### config.mk
export PLATFORM = sky130hd
export DESIGN_NAME = pwm_demodulator
export DESIGN_NICKNAME = d
export VERILOG_FILES = /design/src/rtl/pwm_demodulator.sv
export SDC_FILE = /design/constraint.sdc
export NUM_CORES = 1
export LEC_CHECK = 0
export CAP_MARGIN = 20
export CELL_PAD_IN_SITES_DETAIL_PLACEMENT = 1
export CELL_PAD_IN_SITES_GLOBAL_PLACEMENT = 1
export CORE_UTILIZATION = 30
export DETAILED_ROUTE_END_ITERATION = 16
export DONT_BUFFER_PORTS = 1
export HOLD_SLACK_MARGIN = 0.08
export PLACE_DENSITY = 0.59
export SLEW_MARGIN = 20
export SYNTH_ARGS = -nofsm -noshare
export SYNTH_HDL_FRONTEND = slang
export SYNTH_SLANG_ARGS = --single-unit
### constraint.sdc
create_clock -name clk -period 27.9 [get_ports clk]
set_input_delay 2.79 -clock clk [delete_from_list [all_inputs] [get_ports clk]]
set_output_delay 2.79 -clock clk [all_outputs]
set_load 0.005 [all_outputs]
### src/rtl/pwm_demodulator.sv
// Recovers PWM sample amplitudes: measures high time and period per PWM cycle,
// then computes floor(high * 2^width_p / period) with a restoring bit-serial divider.
module pwm_demodulator #(
    parameter int unsigned width_p     = 12,
    parameter int unsigned cnt_width_p = 32,
    parameter int unsigned timeout_p   = 2**24
) (
    input  logic                   clk,
    input  logic                   rst,
    input  logic                   pwm_in,
    output logic [width_p-1:0]     ampl_out,
    output logic                   ampl_valid,
    output logic [cnt_width_p-1:0] high_cnt_out,
    output logic [cnt_width_p-1:0] period_cnt_out,
    output logic                   signal_lost,
    output logic                   drop_pulse
);

    localparam int unsigned StepW = $clog2(width_p + 1);
    localparam logic [StepW-1:0]       LastStep    = StepW'(width_p - 1);
    localparam logic [cnt_width_p-1:0] CntOne      = cnt_width_p'(1);
    localparam logic [cnt_width_p-1:0] CntMax      = '1;
    localparam logic [cnt_width_p-1:0] TimeoutLast = cnt_width_p'(timeout_p - 1);

    typedef enum logic {IDLE, MEASURE} meas_state_e;
    typedef enum logic {DIV_IDLE, DIV_RUN} div_state_e;

    meas_state_e meas_state_q, meas_state_d;
    div_state_e  div_state_q, div_state_d;

    logic [2:0]             sync_q;
    logic [cnt_width_p-1:0] idle_cnt_q;
    logic [cnt_width_p-1:0] period_cnt_q;
    logic [cnt_width_p-1:0] high_cnt_q;
    logic [cnt_width_p:0]   rem_q;
    logic [cnt_width_p-1:0] divisor_q;
    logic [cnt_width_p-1:0] hold_high_q;
    logic [width_p-1:0]     quot_q;
    logic [StepW-1:0]       step_q;
    logic [width_p-1:0]     ampl_q;
    logic [cnt_width_p-1:0] high_out_q;
    logic [cnt_width_p-1:0] period_out_q;
    logic                   ampl_valid_q;
    logic                   lost_q;
    logic                   drop_q;

    logic                   rise;
    logic                   fall;
    logic                   timeout;
    logic                   period_complete;
    logic                   accept;
    logic                   drop;
    logic                   div_last;
    logic [cnt_width_p:0]   rem_shift;
    logic [cnt_width_p:0]   divisor_ext;
    logic                   q_bit;
    logic [cnt_width_p:0]   rem_next;
    logic [width_p-1:0]     quot_next;

    // sync_q[1] is the synchronized input; sync_q[2] is its one-cycle-old copy
    assign rise    = sync_q[1] & ~sync_q[2];
    assign fall    = ~sync_q[1] & sync_q[2];
    assign timeout = ~(rise | fall) && (idle_cnt_q == TimeoutLast);

    always_ff @(posedge clk or posedge rst) begin
        if (rst) begin
            sync_q     <= '0;
            idle_cnt_q <= '0;
        end else begin
            sync_q <= {sync_q[1:0], pwm_in};
            if (rise || fall || timeout) begin
                idle_cnt_q <= '0;
            end else begin
                idle_cnt_q <= idle_cnt_q + CntOne;
            end
        end
    end

    always_ff @(posedge clk or posedge rst) begin
        if (rst) begin
            meas_state_q <= IDLE;
            div_state_q  <= DIV_IDLE;
        end else begin
            meas_state_q <= meas_state_d;
            div_state_q  <= div_state_d;
        end
    end

    // The opening rise leaves IDLE; every rise seen in MEASURE closes a period
    always_comb begin
        meas_state_d    = meas_state_q;
        period_complete = 1'b0;
        case (meas_state_q)
            IDLE: begin
                if (rise) begin
                    meas_state_d = MEASURE;
                end
            end
            MEASURE: begin
                if (timeout) begin
                    meas_state_d = IDLE;
                end else if (rise) begin
                    period_complete = 1'b1;
                end
            end
            default: meas_state_d = IDLE;
        endcase
    end

    always_ff @(posedge clk or posedge rst) begin
        if (rst) begin
            period_cnt_q <= '0;
            high_cnt_q   <= '0;
        end else if (rise) begin
            period_cnt_q <= CntOne;
            high_cnt_q   <= CntOne;
        end else if (meas_state_q == MEASURE) begin
            if (period_cnt_q != CntMax) begin
                period_cnt_q <= period_cnt_q + CntOne;
            end
            if (sync_q[1] && (high_cnt_q != CntMax)) begin
                high_cnt_q <= high_cnt_q + CntOne;
            end
        end
    end

    assign accept = period_complete && (div_state_q == DIV_IDLE) && (period_cnt_q != CntMax);
    assign drop   = period_complete && !accept;

    always_comb begin
        div_state_d = div_state_q;
        div_last    = 1'b0;
        case (div_state_q)
            DIV_IDLE: begin
                if (accept) begin
                    div_state_d = DIV_RUN;
                end
            end
            DIV_RUN: begin
                if (timeout) begin
                    div_state_d = DIV_IDLE;
                end else if (step_q == LastStep) begin
                    div_state_d = DIV_IDLE;
                    div_last    = 1'b1;
                end
            end
            default: div_state_d = DIV_IDLE;
        endcase
    end

    // high < period keeps rem below the divisor, so the shift never loses a set bit
    assign rem_shift   = rem_q << 1;
    assign divisor_ext = {1'b0, divisor_q};
    assign q_bit       = (rem_shift >= divisor_ext);
    assign rem_next    = q_bit ? (rem_shift - divisor_ext) : rem_shift;
    assign quot_next   = (quot_q << 1) | width_p'(q_bit);

    always_ff @(posedge clk or posedge rst) begin
        if (rst) begin
            rem_q        <= '0;
            divisor_q    <= '0;
            hold_high_q  <= '0;
            quot_q       <= '0;
            step_q       <= '0;
            ampl_q       <= '0;
            high_out_q   <= '0;
            period_out_q <= '0;
            ampl_valid_q <= 1'b0;
            lost_q       <= 1'b1;
            drop_q       <= 1'b0;
        end else begin
            ampl_valid_q <= 1'b0;
            drop_q       <= drop;
            if (accept) begin
                rem_q       <= {1'b0, high_cnt_q};
                divisor_q   <= period_cnt_q;
                hold_high_q <= high_cnt_q;
                quot_q      <= '0;
                step_q      <= '0;
            end else if (div_state_q == DIV_RUN) begin
                rem_q  <= rem_next;
                quot_q <= quot_next;
                step_q <= step_q + 1'b1;
            end
            if (div_last) begin
                ampl_q       <= quot_next;
                high_out_q   <= hold_high_q;
                period_out_q <= divisor_q;
                ampl_valid_q <= 1'b1;
                lost_q       <= 1'b0;
            end else if (timeout) begin
                lost_q <= 1'b1;
            end
        end
    end

    assign ampl_out       = ampl_q;
    assign ampl_valid     = ampl_valid_q;
    assign high_cnt_out   = high_out_q;
    assign period_cnt_out = period_out_q;
    assign signal_lost    = lost_q;
    assign drop_pulse     = drop_q;

endmodule

==> flow_metrics.env, run 1 <==
export IMPL_nets=1495
export IMPL_synthCells=1472
export IMPL_cts_hold_buf=0
export IMPL_core_rowCount=79
export IMPL_wl_met1_um=18200
export IMPL_start_util_pct=30.5
export IMPL_p_sw_share_pct=34.7
export IMPL_synth_distinct_cells=64
export IMPL_ys_warn_count=0
export IMPL_ys_seq_area_share_pct=50.9
export IMPL_dr_wl_met2_um=15900
export IMPL_leakagePower_nw=7.38
export IMPL_worst_slew_pin_slew_ns=1.00
export IMPL_period_share_pct=13.9
export IMPL_syn_nets=1513
export IMPL_peakVddDrop_uv=37.3
export IMPL_die_width_um=220
export IMPL_wl_met3_um=1380
export IMPL_cts_resized=0
export IMPL_clk_path_buf_depth=3
export IMPL_seq_power_share_pct=36.1
export IMPL_grt_use_total_pct=15.5
export IMPL_comb_power_share_pct=32.6
export IMPL_ys_top_cells_by_area="dfrtp_1 (51%), nand2_1 (7.7%), mux2_2 (6.8%), nor2_1 (3.6%), xor2_1 (3.5%)"
export IMPL_cp_start_kind="flop"
export IMPL_grt_max_degree=95
export IMPL_wl_per_cell_um=17.4
export IMPL_clk_latency_ns=0.54
export IMPL_gp_congestion=0.780
export IMPL_routed_top_layer="met4"
export IMPL_p_per_area_nw_per_um2=93.3
export IMPL_setup_viol=0
export IMPL_outcome="finished, violations left"
export IMPL_vias=10212
export IMPL_root_buffer="clkbuf_16"
export IMPL_fillers=5307
export IMPL_worstHoldStart="sync_q[0]$_DFF_PP0_"
export IMPL_areaGrowthSynthToFinish_pct=12.0
export IMPL_diodes=0
export IMPL_multi_input_area_um2=6500
export IMPL_skew_ns=0.0214
export IMPL_mostFrequentLayoutCells="nand2_1 (292), dfrtp_1 (289), nor2_1 (137)"
export IMPL_numCtsBuffers=36
export IMPL_placed_area_um2=14800
export IMPL_drt_total_wl_um=36200
export IMPL_switching_power_mw=0.520
export IMPL_ys_seq_elements=291
export IMPL_cap_violations=0
export IMPL_dp_slack_ns=23.55
export IMPL_crit_path_start="idle_cnt_q[0]$_DFF_PP0_"
export IMPL_internal_power_mw=0.976
export IMPL_first_pass_iters=11
export IMPL_grt_overflow=0
export IMPL_avgViaCountPerCell=4.90
export IMPL_drtIter0Drc=645
export IMPL_fin_crit_ns=3.89
export IMPL_first_global_vias=10677
export IMPL_numPortBuffers=0
export IMPL_synth_area_per_cell_um2=9.72
export IMPL_layout_drive_gt1_share_pct=11.9
export IMPL_yosysTopAreaCellShare_pct=50.7
export IMPL_clkPwrFrac_pct=31.3
export IMPL_grt_pass1_wl_um=59400
export IMPL_cp_max_fo=72
export IMPL_antenna_found_initial=1
export IMPL_worstPathArrival_ns=4.30
export IMPL_final_util_pct=34.2
export IMPL_postCtsSetupBuffers=0
export IMPL_post_route_drc_count=10
export IMPL_setup_tns_ns=0
export IMPL_final_common_cell="nand2_1"
export IMPL_h_tree_depth=2
export IMPL_seq_area_um2=7280
export IMPL_dpl_hpwl_um=25000
export IMPL_slew_violations=0
export IMPL_rr_startpoint="idle_cnt_q[0]$_DFF_PP0_"
export IMPL_netlist_top_cell_by_area="dfrtp_1"
export IMPL_end_kind="flop"
export IMPL_die_area_um2=48600
export IMPL_synth_edff_count=0
export IMPL_async_flop_share_pct=100
export IMPL_worstPathRequired_ns=28.31
export IMPL_violations="DRC"
export IMPL_synth_ff_type="dfrtp_1"
export IMPL_hold_class="reg2reg"
export IMPL_core_um2=46900
export IMPL_netlist_area_um2=14300
export IMPL_clock_sinks=291
export IMPL_dieHeight_um=220
export IMPL_rsz0062_at_grt="false"
export IMPL_path_class="reg2reg"
export IMPL_maxSlewHeadroom_pct=33.2
export IMPL_ant_nets=0
export IMPL_stdcell_area_um2=16000
export IMPL_hold_viol=0
export IMPL_fmax_ghz=0.257
export IMPL_path_clk_slew_ns=0.06
export IMPL_setup_slack_ns=24.01
export IMPL_ios=82
export IMPL_cts_tree="done"
metal layers:
| metal | GRT usage, % | vias to the layer above |
|---|---|---|
| met5 | 0 | - |
| met4 | 4.78 | 0 |
| met3 | 2.71 | 48 |
| met2 | 23.6 | 130 |
| met1 | 22.2 | 5082 |
| li1 | - | 4952 |
synthesized netlist by cell type (16+ instances only):
| master | n |
|---|---|
| nand2_1 | 292 |
| dfrtp_1 | 290 |
| nor2_1 | 137 |
| o21ai_0 | 97 |
| mux2_2 | 87 |
| xor2_1 | 57 |
| inv_1 | 53 |
| a21oi_1 | 49 |
| xnor2_1 | 49 |
| nand3_1 | 46 |
| clkbuf_1 | 38 |
| ha_1 | 37 |
| nand4_1 | 24 |
| and3_1 | 23 |
| mux2i_1 | 22 |
| or3_1 | 17 |
| a31oi_1 | 16 |
area by class of cell:
| cell class | count | share of cell area [%] |
|---|---|---|
| clock buffer | 49 | 6.50 |
| clock inverter | 11 | 0.851 |
| inverter | 55 | 1.34 |
| multi-input combinational | 1058 | 40.6 |
| sequential | 291 | 45.5 |
| tap | 607 | 4.74 |
| timing repair buffer | 12 | 0.562 |
power groups by stage:
stage,sequential [mW],clock (mW),combinational [mW]
after detailed placement,0.548,0,0.490
after floorplan,0.524,0,0.392
after global placement,0.546,0,0.479
after CTS,0.541,0.487,0.493
after global routing,0.549,0.501,0.555
final,0.540,0.468,0.488
worst paths after layout:
path,to,slack (ns),cells past startpoint
worst min-delay path,sync_q[1]$_DFF_PP0_,0.35,0
worst max register to register,hold_high_q[21]$_DFFE_PP0P_,24.01,9
worst min register to register,sync_q[1]$_DFF_PP0_,0.35,0
min in group asynchronous,idle_cnt_q[27]$_DFF_PP0_,2.22,1
max in group asynchronous,period_cnt_q[8]$_DFFE_PP0P_,24.21,2
worst max-delay path,hold_high_q[21]$_DFFE_PP0P_,24.01,9
per-stage QoR:
stage               instances  power [mW]  hold WS, ns
floorplan                1472       0.916        0.331
CTS                      2083        1.52        0.356
finish                   2083        1.50        0.351
detailed placement       2023        1.04        0.342
global placement         2023        1.03        0.338
global route             2083        1.60        0.381
state kept, by name (all words and copies together) (netlist names):
signal          cells
high_cnt_out       32
high_cnt_q         32
period_cnt_out     32
hold_high_q        32
ampl_valid          1
ampl_out           12
divisor_q          32
period_cnt_q       32
signal_lost         1
drop_pulse          1
div_state_q         1
sync_q              3
quot_q             11
step_q              4
meas_state_q        1
rem_q              32
idle_cnt_q         32
worst max-delay path: stages, from the launching register on:
cell      delay, ns
dfrtp_1        0.38
ha_1           0.22
and3_1         0.30
nand3_1        0.26
nor4_1         0.38
nand2_1        0.20
nand4_2        0.13
buf_4          0.52
nand2b_4       0.90
mux2_2         0.42
cell families (layout without fill, tap and decap cells):
group | count (synthesis) | count (layout) | synth area share, %
AO/OA/AOI/OAI | 213 | 213 | 8.76
XOR/XNOR | 106 | 106 | 6.49
adder cells (fa/ha/maj) | 38 | 38 | 3.37
buffers and inverters | 123 | 127 | 3.77
flip-flops | 291 | 291 | 50.9
multiplexers | 109 | 109 | 8.38
AND/OR/NAND/NOR | 592 | 592 | 18.3
No activity file was read; power rests on OpenSTA's default activity.
==> inputs of run 2 (changes only) <==
- clock period: 27.9 -> 3.75 ns (I/O delays scaled with it)
==> run 2 against run 1 <==
The flow still finishes with violations (DRC). Power increased to 7.8 times the previous value. Critical endpoint is now rem_q[5]$_DFFE_PP0P_. Highest routed layer unchanged. Worst setup slack got worse by 23 ns. Final area increased by 2.3%. Cell count increased by 1.1%. Non-clock buffer count increased by 15. Sequential power increased to 7.5 times the previous value. Clock skew decreased by 0.0074 ns. Largest cell class unchanged. Fmax increased by 21%. Core utilization increased by 0.77 points.
==> flow_metrics.env, run 2 (synthesis gave the netlist of run 1 again) <==
export IMPL_cts_tree="done"
export IMPL_dp_cells=2036
export IMPL_drtIter0Drc=482
export IMPL_first_global_vias=10882
export IMPL_drt_total_wl_um=36800
export IMPL_ant_nets=0
export IMPL_die_width_um=220
export IMPL_cts_resized=0
export IMPL_antenna_found_initial=0
export IMPL_wl_per_cell_um=17.5
export IMPL_setup_viol=0
export IMPL_p_sw_share_pct=34.5
export IMPL_grt_use_met1_pct=22.4
export IMPL_rsz0062_at_grt="false"
export IMPL_clk_latency_ns=0.54
export IMPL_worst_slew_pin_slew_ns=0.814
export IMPL_internal_power_mw=7.60
export IMPL_first_pass_iters=10
export IMPL_gp_congestion=0.835
export IMPL_clkPwrFrac_pct=33.2
export IMPL_grt_overflow=0
export IMPL_mostFrequentLayoutCells="nand2_1 (292), dfrtp_1 (289), nor2_1 (137)"
export IMPL_start_util_pct=30.5
export IMPL_cp_max_fo=8
export IMPL_setup_slack_ns=0.543
export IMPL_slew_violations=0
export IMPL_leakagePower_nw=7.54
export IMPL_root_buffer="clkbuf_16"
export IMPL_worstPathRequired_ns=4.21
export IMPL_ios=82
export IMPL_grt_max_degree=88
export IMPL_globalRoute_busiestLayer="met2"
export IMPL_peakVddDrop_uv=286
export IMPL_clock_sinks=291
export IMPL_layout_drive_gt1_share_pct=13.0
export IMPL_period_share_pct=85.5
export IMPL_path_class="reg2reg"
export IMPL_areaGrowthSynthToFinish_pct=14.5
export IMPL_p_per_area_nw_per_um2=708
export IMPL_skew_ns=0.0141
export IMPL_dpl_hpwl_um=26300
export IMPL_grt_use_total_pct=15.9
export IMPL_violations="DRC"
export IMPL_core_rowCount=79
export IMPL_whs_ns=0.348
export IMPL_grt_pass1_wl_um=60900
export IMPL_diodes=0
export IMPL_dp_slack_ns=0.564
export IMPL_grtUsageMet2_pct=24.8
export IMPL_hold_class="reg2reg"
export IMPL_end_kind="flop"
export IMPL_cap_violations=0
export IMPL_hold_viol=0
export IMPL_seq_power_share_pct=35.1
export IMPL_nets=1511
export IMPL_fin_crit_ns=3.21
export IMPL_post_route_drc_count=5
export IMPL_power_total_mw=11.6
export IMPL_h_tree_depth=2
export IMPL_cp_start_kind="flop"
export IMPL_grt_met3_usage_pct=2.96
export IMPL_switching_power_mw=4.01
export IMPL_numPortBuffers=0
export IMPL_final_util_pct=35.0
export IMPL_path_clk_slew_ns=0.06
export IMPL_numCtsBuffers=37
export IMPL_avgViaCountPerCell=4.87
export IMPL_core_um2=46900
export IMPL_comb_power_share_pct=31.8
export IMPL_postCtsSetupBuffers=0
export IMPL_fmax_ghz=0.312
export IMPL_worstPathArrival_ns=3.67
export IMPL_vias=10257
export IMPL_dieHeight_um=220
export IMPL_fin_cells=2106
export IMPL_outcome="finished, violations left"
export IMPL_clk_path_buf_depth=3
export IMPL_final_common_cell="nand2_1"
export IMPL_die_area_um2=48600
export IMPL_maxSlewHeadroom_pct=45.6
run 2: what timing repair did:
action	4_1_cts	5_1_grt
hold buffers	2	0
endpoints found under the hold margin	26	0
setup endpoints to repair	0	0
run 2: layout make-up:
type	count	area, um2
clock inverters	18	258
clock buffers	50	1070
multi-input cells	1058	6500
fillers	5349	30500
repair buffers	27	308
well taps	607	759
flip-flops and latches	291	7280
inverters	55	210
run 2: final timing paths:
path,from,endpoint,slack (ns),depth (start not counted)
worst max-delay path,divisor_q[2]$_DFFE_PP0P_,rem_q[5]$_DFFE_PP0P_,0.54,11
worst min-delay path,sync_q[0]$_DFF_PP0_,sync_q[1]$_DFF_PP0_,0.35,0
worst max register to register,divisor_q[2]$_DFFE_PP0P_,rem_q[5]$_DFFE_PP0P_,0.54,11
worst min register to register,sync_q[0]$_DFF_PP0_,sync_q[1]$_DFF_PP0_,0.35,0
max in group asynchronous,rst,divisor_q[30]$_DFFE_PP0P_,2.33,3
min in group asynchronous,rst,high_cnt_out[3]$_DFFE_PP0P_,0.46,2
run 2: worst max-delay path: stages (launching register included):
cell and delay, ns:
dfrtp_1 0.35, inv_1 0.08, ha_1 0.46, o211ai_1 0.18, a31oi_1 0.47, a21oi_1 0.15, buf_4 0.19, o211ai_2 0.21
nand2_1 0.13, o211a_1 0.35, or3_1 0.38, a31oi_1 0.17
run 2: power by group through the flow:
stage / registers [mW] / logic (mW) / clock network (mW)
after CTS: 4.08 / 3.73 / 3.99
after floorplan: 3.90 / 2.91 / 0
after detailed placement: 4.13 / 3.70 / 0
after global placement: 4.12 / 3.62 / 0
final: 4.07 / 3.68 / 3.85
after global routing: 4.14 / 4.18 / 4.12
run 2: per-stage QoR:
stage | setup TNS [ns] | instance area, um2
2_1_floorplan | -140.75 | 14300
3_3_place_gp | 0 | 15000
3_5_place_dp | 0 | 15000
4_1_cts | 0 | 16400
5_1_grt | 0 | 16400
6_report | 0 | 16400
run 2: routing by layer:
| layer | up-vias | part of all wire, % |
|---|---|---|
| met2 | 125 | 45 |
| met4 | 0 | 2.0 |
| met1 | 5103 | 49 |
| met3 | 49 | 4.4 |
| li1 | 4980 | - |
| met5 | - | 0 |
==> inputs of run 3 (changes only) <==
- MAX_ROUTING_LAYER: not set -> met4
==> run 3 against run 2 <==
The run still ends with DRC left. Largest power group unchanged. Highest routed layer unchanged. First-iteration DRC count down 2.7%. Global-route usage up 0.48 points. Wire length about the same. Fmax down 0.34%.
==> flow_metrics.env, run 3 (synthesis gave the netlist of run 1 again) <==
export IMPL_clk_path_buf_depth=3
export IMPL_core_rowCount=79
export IMPL_power_total_mw=11.6
export IMPL_first_pass_iters=10
export IMPL_cp_start_kind="flop"
export IMPL_clock_sinks=291
export IMPL_critPathSlowestCell="a31oi_1"
export IMPL_outcome="finished, violations left"
export IMPL_cp_cell_sequence="inv_1, ha_1, o211ai_1, a31oi_1, a21oi_1, buf_4, o211ai_2, nand2_1, o211a_1, or3_1, a31oi_1"
export IMPL_die_width_um=220
export IMPL_worst_slew_pin_slew_ns=0.817
export IMPL_drtIter0Drc=469
export IMPL_peakVddDrop_uv=286
export IMPL_cp_max_fo=8
export IMPL_final_common_cell="nand2_1"
export IMPL_wl_per_cell_um=17.5
export IMPL_h_tree_depth=2
export IMPL_cpMostUsedCell="a31oi_1"
export IMPL_violations="DRC"
export IMPL_antenna_found_initial=0
export IMPL_worstPathArrival_ns=3.68
export IMPL_path_class="reg2reg"
export IMPL_dieHeight_um=220
export IMPL_grt_max_degree=88
export IMPL_layout_drive_gt1_share_pct=13.0
export IMPL_cap_violations=0
export IMPL_fillers=5349
export IMPL_stdcell_area_um2=16400
export IMPL_hold_viol=0
export IMPL_gp_congestion=0.848
export IMPL_placed_area_um2=15000
export IMPL_setup_viol=0
export IMPL_grt_use_total_pct=16.4
export IMPL_worstPathRequired_ns=4.21
export IMPL_cts_resized=0
export IMPL_grt_pass1_wl_um=60900
export IMPL_core_um2=46900
export IMPL_grt_overflow=0
export IMPL_leakagePower_nw=7.54
export IMPL_start_util_pct=30.5
export IMPL_fmax_ghz=0.311
export IMPL_numCtsBuffers=37
export IMPL_areaGrowthSynthToFinish_pct=14.5
export IMPL_drt_total_wl_um=36900
export IMPL_p_per_area_nw_per_um2=708
export IMPL_setup_tns_ns=0
export IMPL_hold_class="reg2reg"
export IMPL_cts_hold_buf=2
export IMPL_final_util_pct=35.0
export IMPL_path_clk_slew_ns=0.06
export IMPL_ant_nets=0
export IMPL_nets=1511
export IMPL_period_share_pct=85.8
export IMPL_dpl_hpwl_um=26300
export IMPL_mostFrequentLayoutCells="nand2_1 (292), dfrtp_1 (289), nor2_1 (137)"
export IMPL_fin_crit_ns=3.22
export IMPL_end_kind="flop"
export IMPL_rsz0062_at_grt="false"
export IMPL_post_route_drc_count=5
export IMPL_whs_ns=0.348
export IMPL_first_global_vias=10875
export IMPL_clk_latency_ns=0.54
export IMPL_maxSlewHeadroom_pct=45.4
export IMPL_postCtsSetupBuffers=0
export IMPL_numPortBuffers=0
export IMPL_skew_ns=0.0147
export IMPL_cts_tree="done"
export IMPL_root_buffer="clkbuf_16"
export IMPL_cpPeakStageDelay_ns=0.47
export IMPL_vias=10273
export IMPL_slew_violations=0
export IMPL_die_area_um2=48600
export IMPL_diodes=0
export IMPL_ios=82
export IMPL_avgViaCountPerCell=4.88
==> run 3: cell counts in the layout (fill, tap and decap cells not counted) <==
No cell type changed its count.
==> run 3: worst max-delay path: cells and delay by family, from the launching register on <==
| family | cells | cell delay, ns |
|---|---|---|
| adder cells (fa/ha/maj) | 1 | 0.46 |
| flip-flops | 1 | 0.35 |
| AO/OA/AOI/OAI | 6 | 1.52 |
| buffers and inverters | 2 | 0.27 |
| AND/OR/NAND/NOR | 2 | 0.52 |
==> run 3: worst paths after layout <==
path / from / endpoint / slack [ns] / cells past startpoint
min in group asynchronous: rst / high_cnt_out[3]$_DFFE_PP0P_ / 0.46 / 2
max in group asynchronous: rst / divisor_q[30]$_DFFE_PP0P_ / 2.33 / 3
worst min register to register: sync_q[0]$_DFF_PP0_ / sync_q[1]$_DFF_PP0_ / 0.35 / 0
worst max register to register: divisor_q[2]$_DFFE_PP0P_ / rem_q[5]$_DFFE_PP0P_ / 0.53 / 11
worst max-delay path: divisor_q[2]$_DFFE_PP0P_ / rem_q[5]$_DFFE_PP0P_ / 0.53 / 11
worst min-delay path: sync_q[0]$_DFF_PP0_ / sync_q[1]$_DFF_PP0_ / 0.35 / 0
==> run 3: where the power goes <==
part,internal [mW],switching [mW],leakage (nW)
Clock,2.42,1.43,0.641
Combinational,1.58,2.10,2.98
Sequential,3.60,0.472,3.92
Total,7.60,4.00,7.54
==> run 3: final cells by class <==
cell class	count	area (um2)	area share, %
clock inverters	18	258	1.57
multi-input cells	1058	6500	39.7
well taps	607	759	4.63
inverters	55	210	1.28
flip-flops and latches	291	7280	44.5
repair buffers	27	308	1.88
clock buffers	50	1070	6.51
==> run 3: per-stage QoR <==
stage                     cells  worst slack, ns
after detailed placement   2036            0.564
after global routing       2106            0.309
after CTS                  2106            0.549
after global placement     2036            0.589
final                      2106            0.533
after floorplan            1472           -0.485
==> run 3: per-layer routing <==
| metal | global-route usage, % | wire length [um] |
|---|---|---|
| met3 | 2.91 | 1510 |
| met2 | 24.8 | 16600 |
| met1 | 22.4 | 18000 |
| met5 | - | 0 |
| met4 | 4.80 | 733 |
